--- config.mk ---
export PLATFORM = sky130hd
export DESIGN_NAME = shift_register_serial_ctrl_flat
export DESIGN_NICKNAME = d
export VERILOG_FILES = /design/src/rtl/shift_register_serial_ctrl_pkg.sv /design/src/rtl/shift_register_serial_ctrl_if.sv /design/src/rtl/shift_register_serial_ctrl_core.sv /design/src/rtl/shift_register_serial_ctrl.sv /design/src/flat_wrapper.sv
export SDC_FILE = /design/constraint.sdc
export NUM_CORES = 1
export LEC_CHECK = 0
export CAP_MARGIN = 0
export CORE_AREA = 8 8 60 62
export CTS_BUF_LIST = sky130_fd_sc_hd__clkbuf_8 sky130_fd_sc_hd__clkbuf_16
export DETAILED_ROUTE_END_ITERATION = 8
export DIE_AREA = 0 0 68 70
export GPL_TIMING_DRIVEN = 0
export PLACE_DENSITY = 0.86
export RECOVER_POWER = 50
export SETUP_SLACK_MARGIN = 0.3
export SYNTH_ARGS = -nofsm -noshare
export SYNTH_HDL_FRONTEND = slang
export SYNTH_HIERARCHICAL = 1
export SYNTH_SLANG_ARGS = --single-unit
--- constraint.sdc ---
create_clock -name clk -period 5.15 [get_ports clk]
set_clock_uncertainty 0.1 [all_clocks]
set_input_delay 1.03 -clock clk [delete_from_list [all_inputs] [get_ports clk]]
set_output_delay 1.03 -clock clk [all_outputs]
set_load 0.01 [all_outputs]
--- src/rtl/shift_register_serial_ctrl_pkg.sv ---
// Shared definitions for the serial shift controller: FSM state encoding
// and the bit-counter width helper.
package shift_ctrl_pkg;

    typedef enum logic [1:0] {
        IDLE   = 2'd0,
        SHIFT  = 2'd1,
        PARITY = 2'd2,
        DONE   = 2'd3
    } state_t;

    // Counter must be able to hold the value WIDTH itself (seen during DONE).
    function automatic int cnt_width(input int width);
        return $clog2(width + 1);
    endfunction

endpackage

--- src/rtl/shift_register_serial_ctrl_if.sv ---
// Bus bundle for shift_register_serial_ctrl: control/data inputs, shifted
// data, handshake flags, bit counter and FSM state for observation.
interface shift_register_serial_ctrl_if
    import shift_ctrl_pkg::*;
#(
    parameter int WIDTH = 16
) ();
    localparam int CNT_W = cnt_width(WIDTH);

    logic             enable;
    logic             start;
    logic [WIDTH-1:0] d;
    logic             ser_in;
    logic [WIDTH-1:0] q;
    logic             ser_out;
    logic             busy;
    logic             done;
    logic [CNT_W-1:0] bit_cnt;
    state_t           state;

    // Handshake: start is accepted only on an enabled edge while idle or in the
    // done cycle; busy covers the whole transfer, done pulses for exactly one cycle.
    modport master (
        output enable, start, d, ser_in,
        input  q, ser_out, busy, done, bit_cnt, state
    );

    modport slave (
        input  enable, start, d, ser_in,
        output q, ser_out, busy, done, bit_cnt, state
    );

endinterface

--- src/rtl/shift_register_serial_ctrl_core.sv ---
// Datapath of the serial controller: parallel load plus one-bit shift with
// ser_in captured into the vacated end; load wins over shift.
module shift_register_core #(
    parameter int WIDTH     = 16,
    parameter int LSB_FIRST = 0
) (
    input  logic             clk,
    input  logic             reset,
    input  logic             load,
    input  logic             shift,
    input  logic [WIDTH-1:0] d,
    input  logic             ser_in,
    output logic [WIDTH-1:0] q,
    output logic             ser_out
);

    always_ff @(posedge clk) begin
        if (reset) begin
            q <= '0;
        end else if (load) begin
            q <= d;
        end else if (shift) begin
            if (LSB_FIRST != 0) q <= {ser_in, q[WIDTH-1:1]};
            else                q <= {q[WIDTH-2:0], ser_in};
        end
    end

    assign ser_out = (LSB_FIRST != 0) ? q[0] : q[WIDTH-1];

endmodule

--- src/rtl/shift_register_serial_ctrl.sv ---
// Serial transfer controller: load on start, shift WIDTH bits, pulse done.
// Optional trailing even-parity bit when SHIFTREG_PARITY_EN is defined.
module shift_register_serial_ctrl
    import shift_ctrl_pkg::*;
#(
    parameter int WIDTH     = 16,
    parameter int LSB_FIRST = 0
) (
    input logic                          clk,
    input logic                          reset,
    shift_register_serial_ctrl_if.slave  bus
);
    localparam int               CNT_W = cnt_width(WIDTH);
    localparam logic [CNT_W-1:0] LAST  = CNT_W'(WIDTH - 1);

    state_t           state, state_nxt;
    logic [CNT_W-1:0] bit_cnt;
    logic             load, shift;
    logic             core_ser_out;

    always_ff @(posedge clk) begin
        if (reset) begin
            state   <= IDLE;
            bit_cnt <= '0;
        end else begin
            state <= state_nxt;
            if (load)       bit_cnt <= '0;
            else if (shift) bit_cnt <= bit_cnt + CNT_W'(1);
        end
    end

    always_comb begin
        state_nxt = state;
        load      = 1'b0;
        shift     = 1'b0;
        case (state)
            IDLE: begin
                if (bus.start && bus.enable) begin
                    load      = 1'b1;
                    state_nxt = SHIFT;
                end
            end
            SHIFT: begin
                if (bus.enable) begin
                    shift = 1'b1;
                    if (bit_cnt == LAST) begin
`ifdef SHIFTREG_PARITY_EN
                        state_nxt = PARITY;
`else
                        state_nxt = DONE;
`endif
                    end
                end
            end
`ifdef SHIFTREG_PARITY_EN
            PARITY: begin
                if (bus.enable) state_nxt = DONE;
            end
`endif
            DONE: begin
                // A start here chains straight into the next transfer.
                if (bus.start && bus.enable) begin
                    load      = 1'b1;
                    state_nxt = SHIFT;
                end else begin
                    state_nxt = IDLE;
                end
            end
            default: state_nxt = IDLE;
        endcase
    end

    shift_register_core #(
        .WIDTH    (WIDTH),
        .LSB_FIRST(LSB_FIRST)
    ) u_core (
        .clk    (clk),
        .reset  (reset),
        .load   (load),
        .shift  (shift),
        .d      (bus.d),
        .ser_in (bus.ser_in),
        .q      (bus.q),
        .ser_out(core_ser_out)
    );

`ifdef SHIFTREG_PARITY_EN
    logic par_q;

    always_ff @(posedge clk) begin
        if (reset)     par_q <= 1'b0;
        else if (load) par_q <= ^bus.d;
    end

    assign bus.ser_out = (state == PARITY) ? par_q : core_ser_out;
`else
    assign bus.ser_out = core_ser_out;
`endif

    assign bus.busy    = (state == SHIFT) || (state == PARITY);
    assign bus.done    = (state == DONE);
    assign bus.bit_cnt = bit_cnt;
    assign bus.state   = state;

endmodule
--- src/flat_wrapper.sv ---
// flat-port wrapper written by rule: the top's interface ports become plain ports
module shift_register_serial_ctrl_flat import shift_ctrl_pkg::*;
#(
    parameter int WIDTH     = 16,
    parameter int LSB_FIRST = 0
)
  (clk, reset, bus_enable, bus_start, bus_d, bus_ser_in, bus_q, bus_ser_out, bus_busy, bus_done, bus_bit_cnt, bus_state);
  shift_register_serial_ctrl_if #(.WIDTH(WIDTH)) bus_i ();
  input logic clk;
  input logic reset;
  input wire logic [$bits(bus_i.enable)-1:0] bus_enable;
  input wire logic [$bits(bus_i.start)-1:0] bus_start;
  input wire logic [$bits(bus_i.d)-1:0] bus_d;
  input wire logic [$bits(bus_i.ser_in)-1:0] bus_ser_in;
  output wire logic [$bits(bus_i.q)-1:0] bus_q;
  output wire logic [$bits(bus_i.ser_out)-1:0] bus_ser_out;
  output wire logic [$bits(bus_i.busy)-1:0] bus_busy;
  output wire logic [$bits(bus_i.done)-1:0] bus_done;
  output wire logic [$bits(bus_i.bit_cnt)-1:0] bus_bit_cnt;
  output wire logic [$bits(bus_i.state)-1:0] bus_state;
  assign bus_i.enable = bus_enable;
  assign bus_i.start = bus_start;
  assign bus_i.d = bus_d;
  assign bus_i.ser_in = bus_ser_in;
  assign bus_q = bus_i.q;
  assign bus_ser_out = bus_i.ser_out;
  assign bus_busy = bus_i.busy;
  assign bus_done = bus_i.done;
  assign bus_bit_cnt = bus_i.bit_cnt;
  assign bus_state = bus_i.state;
  shift_register_serial_ctrl #(.WIDTH(WIDTH), .LSB_FIRST(LSB_FIRST)) u_core (.clk(clk), .reset(reset), .bus(bus_i));
endmodule
; ---- After elaboration in Yosys (flattened, before gate mapping)
; Cells that the tools add are included.
[word_totals]
ramBits = 0
romBits = 0
input_bits = 21
memories = 0
elab_cells = 29
latchBits = 0
ff_bits = 23
out_inout_bits = 26
[classes]
n_addsub = 1
muxes = 11
eq_ne = 7
shift = 0
mul = 0
reduce_logical = 7
div_mod_pow = 0
n_bitwise = 0
magnitude_cmp = 0
[op_table]
columns = op, n
row1 = $mux W16, 2
row2 = $mux W2, 3
row3 = $pmux W2 S3, 1
row4 = $add A5 B1 Y5 const B, 1
row5 = $eq A5 B4 Y1 const B, 1
row6 = $mux W1, 5
row7 = $eq A2 B2 Y1 const B, 2
row8 = $ne A2 B1 Y1 const B, 2
row9 = $reduce_or A2 Y1, 2
row10 = $reduce_and A3 Y1, 1
row11 = $eq A2 B1 Y1 const B, 1
row12 = $logic_not A2 Y1, 1
row13 = $ne A2 B2 Y1 const B, 1
row14 = $reduce_bool A2 Y1, 1
row15 = $logic_and A1 B1 Y1, 1
row16 = $logic_or A1 B1 Y1, 1

; ---- Logic depth before layout (Yosys ltp)
[depth]
ltp_word = 4
depth_mapped = 8

; ---- Cells and area by module
; Netlist, hierarchy kept.
[modules_own_cells]
columns = mod, n_inst, cells_each, seq_area_each_um2, area_each_um2
row1 = shift_register_core, 1, 72, 320.3, 813.3
row2 = shift_register_serial_ctrl, 1, 42, 140.1, 377.9

; ---- Least setup slack after synthesis
; OpenSTA, ideal clock, no wires.
[synth_path]
path_type = in2reg
startpoint = input bus_enable
endpoint = register u_core.u_core.q[10]
n_path_buf = 2
cell_stages = 6
path_slack_ps = 3111
arrival_time_ps = 1813
t_required_ps = 4924
path_cell_list = nand2_1 > inv_1 > buf_6 > buf_12 > mux2i_1 > a211oi_2
[synth_between]
word_cells_on_any_way = 7
[synth_rtl]
columns = element, line
row1 = from (decl), flat_wrapper.sv:11  ; input wire logic [$bits(bus_i.enable)-1:0] bus_enable;
row2 = $mux W1, shift_register_serial_ctrl.sv:44  ; if (bus.enable) begin
row3 = $mux W1, shift_register_serial_ctrl.sv:36  ; case (state)
row4 = net u_core.shift, shift_register_serial_ctrl.sv:18  ; logic load, shift;
row5 = $reduce_bool A2 Y1 (no line), n/a
row6 = to (signal assigned), shift_register_serial_ctrl_core.sv:23  ; if (LSB_FIRST != 0) q <= {ser_in, q[WIDTH-1:1]};
row7 = to (signal assigned), shift_register_serial_ctrl_core.sv:24  ; else q <= {q[WIDTH-2:0], ser_in};
row8 = to (decl), shift_register_serial_ctrl_core.sv:13  ; output logic [WIDTH-1:0] q,
; The timed path passes the listed nets, and every way through them passes these cells.
; A chain may end at the register's enable or synchronous reset.

; ---- Worst setup path after layout
[layout_path]
startpoint = input bus_enable
endpoint = register u_core.u_core.q[11]
[layout_between]
elab_chain_len = 4
word_cells_on_any_way = 7
[layout_lines]
columns = element, line
row1 = $logic_and A1 B1 Y1 *, "shift_register_serial_ctrl.sv:38, shift_register_serial_ctrl.sv:62"
row2 = $mux W1 *, "shift_register_serial_ctrl.sv:38, shift_register_serial_ctrl.sv:62"
row3 = $mux W1 *, n/a
row4 = net u_core.load, shift_register_serial_ctrl.sv:18
row5 = $mux W16 or $reduce_bool A2 Y1 (tied branches), n/a
; Mark *: on every way through the listed nets, which the timed path passes. The rest lies on a longest branch.

==> qor.yml <==
clocking:
  ctsLongestPathBuffers: 2
  cts_root_buf: "clkbuf_8"
  htree_levels: 1
  clk_transition_reported_paths_ns: 0.08
  ctsHoldBuffers: 0
  post_cts_resize_count: 0
  cts_sinks: 23
  cts_setup_buffers: 0
  clk_latency_ns: 0.26
  cts_tree: "built"
  cts_buffers: 3
timing:
  hold_viol_final: 0
  final_max_slew_viol_count: 0
  relSlewSlack_pct: 71.1
  tightest_slew_ns: 0.432
  setup_viol: 0
  fin_tns_setup_ns: 0
  finalCritPeriodShare_pct: 54.5
  fmax_mhz: 356
  finalCriticalPeriod_ns: 2.81
  rsz0062_at_grt: "no"
worst_hold_path:
  hold_depth: 2
  worstHoldStart: "u_core/bus.bit_cnt[1]$_SDFFE_PP0P_"
  hold_path_class: "flop to flop"
  min_to: "u_core/bus.bit_cnt[1]$_SDFFE_PP0P_"
worst_setup_path:
  required_ns: 5.19
  path_max_fanout: 10
  worstSetupPathType: "input pin to flop"
  crit_arrival_ns: 2.85
  crit-reg2reg-launch: "u_core/bus.state[0]$_SDFFE_PP0P_"
  regToRegEndpoint: "u_core/u_core/q[11]$_SDFFE_PP0P_"
  critPathLaunchType: "input pin"
  slowest_stage: "dlygate4sd3_1"
  max_stage_delay_ns: 0.64
  reg2reg_slack_ns: 3.11
  critical_path.cell_chain: "dlygate4sd3_1 -> nand2_1 -> nor2_1 -> clkbuf_1 -> nor2b_1 -> a211oi_2"
  endpoint_kind: "flop"
  r2r_cells: 6
finish:
  finalNonFillerCells: 195
  final_core_util_pct: 64.9
  multi_input_area_sq_um: 644
  fillers: 236
  final-seq-area_sq_um: 460
  area_delta_synth_final_pct: 45.1
  final_layout_size_suffix_gt1_share_pct: 12.2
  fin_nets: 191
  final_area_sq_mm: 0.00173
  diodes: 0
power_and_ir_drop:
  irDropWorstVdd_mv: 0.296
  p_total_mw: 0.720
  switching_power_mw: 0.250
  p_comb_share_pct: 49.6
  internal-power_mw: 0.470
  pwr-share-seq_pct: 35.5
  p_sw_share_pct: 34.7
  power_density_mw_per_mm2: 416
  power_leakage_nw: 0.655
  pwr-share-clk_pct: 14.9
grt:
  grt_pass1_vias: 1085
  grt_max_degree: 14
  antenna_found_initial: 0
  track_usage_pct: 12.8
  globalRoute.totalOverflow: 0
  grt_pass1_wl_mm: 4.91
floorplan:
  row_count: 19
  ios: 47
  dieHeight_um: 70
  initial_utilization_pct: 44.7
  dieWidth_um: 68
  die_area_sq_mm: 0.00476
  coreArea_sq_mm: 0.00266
detailed_routing:
  ant_nets: 0
  wirelength_mm: 2.96
  dr_total_vias: 1033
  first_iter_violations: 34
  vias_per_cell: 5.30
  wire_per_inst_um: 15.2
  first_pass_iters: 4
  drc_errors: 0
place:
  placedCellCount: 191
  gp_congestion: 0.853
  dpl_cell_area_sq_mm: 0.00169
  dp_hpwl_mm: 2.34
  port_buffers: 46
flow_run:
  cap_viol_max_count: 0
synthesis:
  netlist_area_sq_mm: 0.00119
  syn_avg_cell_area_sq_um: 10.4
  netlist_instances: 114
  synth-seq-area-share_pct: 38.7
  synth_cell_types: 28
  yosysWarnings: 6
  synth_seq_cells: 23
  synth_fp_nets: 140
run_status:
  outcome: "complete, no violations"
registers in the layout, summed over array words and instances, names as in the netlist:
signal              cells
u_core/u_core/q        16
u_core/bus.state        2
u_core/bus.bit_cnt      5
layout make-up:
cell class	count	area share (%)
Clock buffer	3	2.39
Buffer	7	3.40
Inverter	5	1.09
Sequential cell	23	26.6
Multi-Input combinational cell	79	37.3
Tap cell	31	2.24
Clock inverter	1	0.290
Timing Repair Buffer	46	26.6
cell usage after synthesis (all sizes together):
cell type / n / area (sq um)
xnor2: 1 / 8.76
mux2i: 16 / 160
a221oi: 1 / 15.0
xor2: 1 / 8.76
buf: 6 / 55.0
dfxtp: 23 / 460
a22o: 1 / 10.0
nor2b: 16 / 100
inv: 5 / 18.8
a31oi: 1 / 6.26
nand3: 2 / 10.0
a211oi: 18 / 185
ha: 5 / 62.6
o21bai: 1 / 7.51
and3: 1 / 6.26
or3: 1 / 6.26
a21oi: 3 / 15.0
a221o: 1 / 10.0
nor2: 4 / 15.0
clkbuf: 1 / 3.75
nand2: 5 / 21.3
o21ai: 1 / 5.00
cell usage in the layout, fill, tap and decap left out, drive strengths merged, types with 2 or more instances in the layout:
master          n
nor2            4
clkdlybuf4s50  28
nand2           5
a21oi           3
clkbuf          4
buf             6
dlygate4sd3    18
nand3           2
mux2i          16
a211oi         18
ha              5
nor2b          16
inv             5
dfxtp          23
worst max-delay path by stage:
stage	startpoint	to	slack [ns]	depth (start not counted)
after floorplan	bus_enable	u_core/u_core/q[10]$_SDFFE_PP0P_	3.11	6
after global placement	bus_enable	u_core/u_core/q[5]$_SDFFE_PP0P_	2.29	6
after detailed placement	bus_enable	u_core/u_core/q[7]$_SDFFE_PP0P_	2.22	6
after CTS	u_core/bus.state[1]$_SDFFE_PP0P_	bus_busy	2.38	3
after global routing	bus_enable	u_core/u_core/q[7]$_SDFFE_PP0P_	2.23	6
final	bus_enable	u_core/u_core/q[11]$_SDFFE_PP0P_	2.34	6
power groups by stage:
| stage | sequential [mW] | combinational [mW] | clock, mW |
|---|---|---|---|
| CTS | 0.258 | 0.377 | 0.111 |
| global route | 0.264 | 0.386 | 0.117 |
| detailed placement | 0.262 | 0.375 | 0 |
| finish | 0.255 | 0.357 | 0.107 |
| global placement | 0.259 | 0.365 | 0 |
| floorplan | 0.275 | 0.201 | 0 |
cells by family (layout without fill, tap and decap cells):
logic type      count (synthesis)  count (layout)  synth area share [%]
buf+inv                        12              62                  6.51
compound gates                 27              27                  21.3
xor+xnor                        2               2                  1.47
fa+ha+maj                       5               5                  5.25
mux                            16              16                  13.4
simple gates                   29              29                  13.3
flops                          23              23                  38.7
worst max-delay path, delay by kind of cell:
kind / cells / cell delay, ns
AOI/OAI and AO/OA: 1 / 0.07
buffers and inverters: 2 / 0.97
and+or+nand+nor: 3 / 0.79
stage by stage:
step / hold WS [ns] / worst slack, ns
3_3_place_gp: 0.381 / 2.29
2_1_floorplan: 0.408 / 3.11
4_1_cts: 0.416 / 2.38
6_report: 0.411 / 2.34
3_5_place_dp: 0.404 / 2.22
5_1_grt: 0.443 / 2.23
layer usage:
| layer | wire [um] | vias to the layer above | global-route usage [%] | share of wire [%] |
|---|---|---|---|---|
| li1 | - | 507 | - | - |
| met1 | 1220 | 496 | 13.7 | 41 |
| met2 | 1550 | 26 | 22.5 | 52 |
| met3 | 148 | 4 | 3.83 | 5.0 |
| met4 | 46 | 0 | 4.10 | 1.6 |
| met5 | 0 | - | 0 | 0 |
Power figures use the tool's default switching activity.
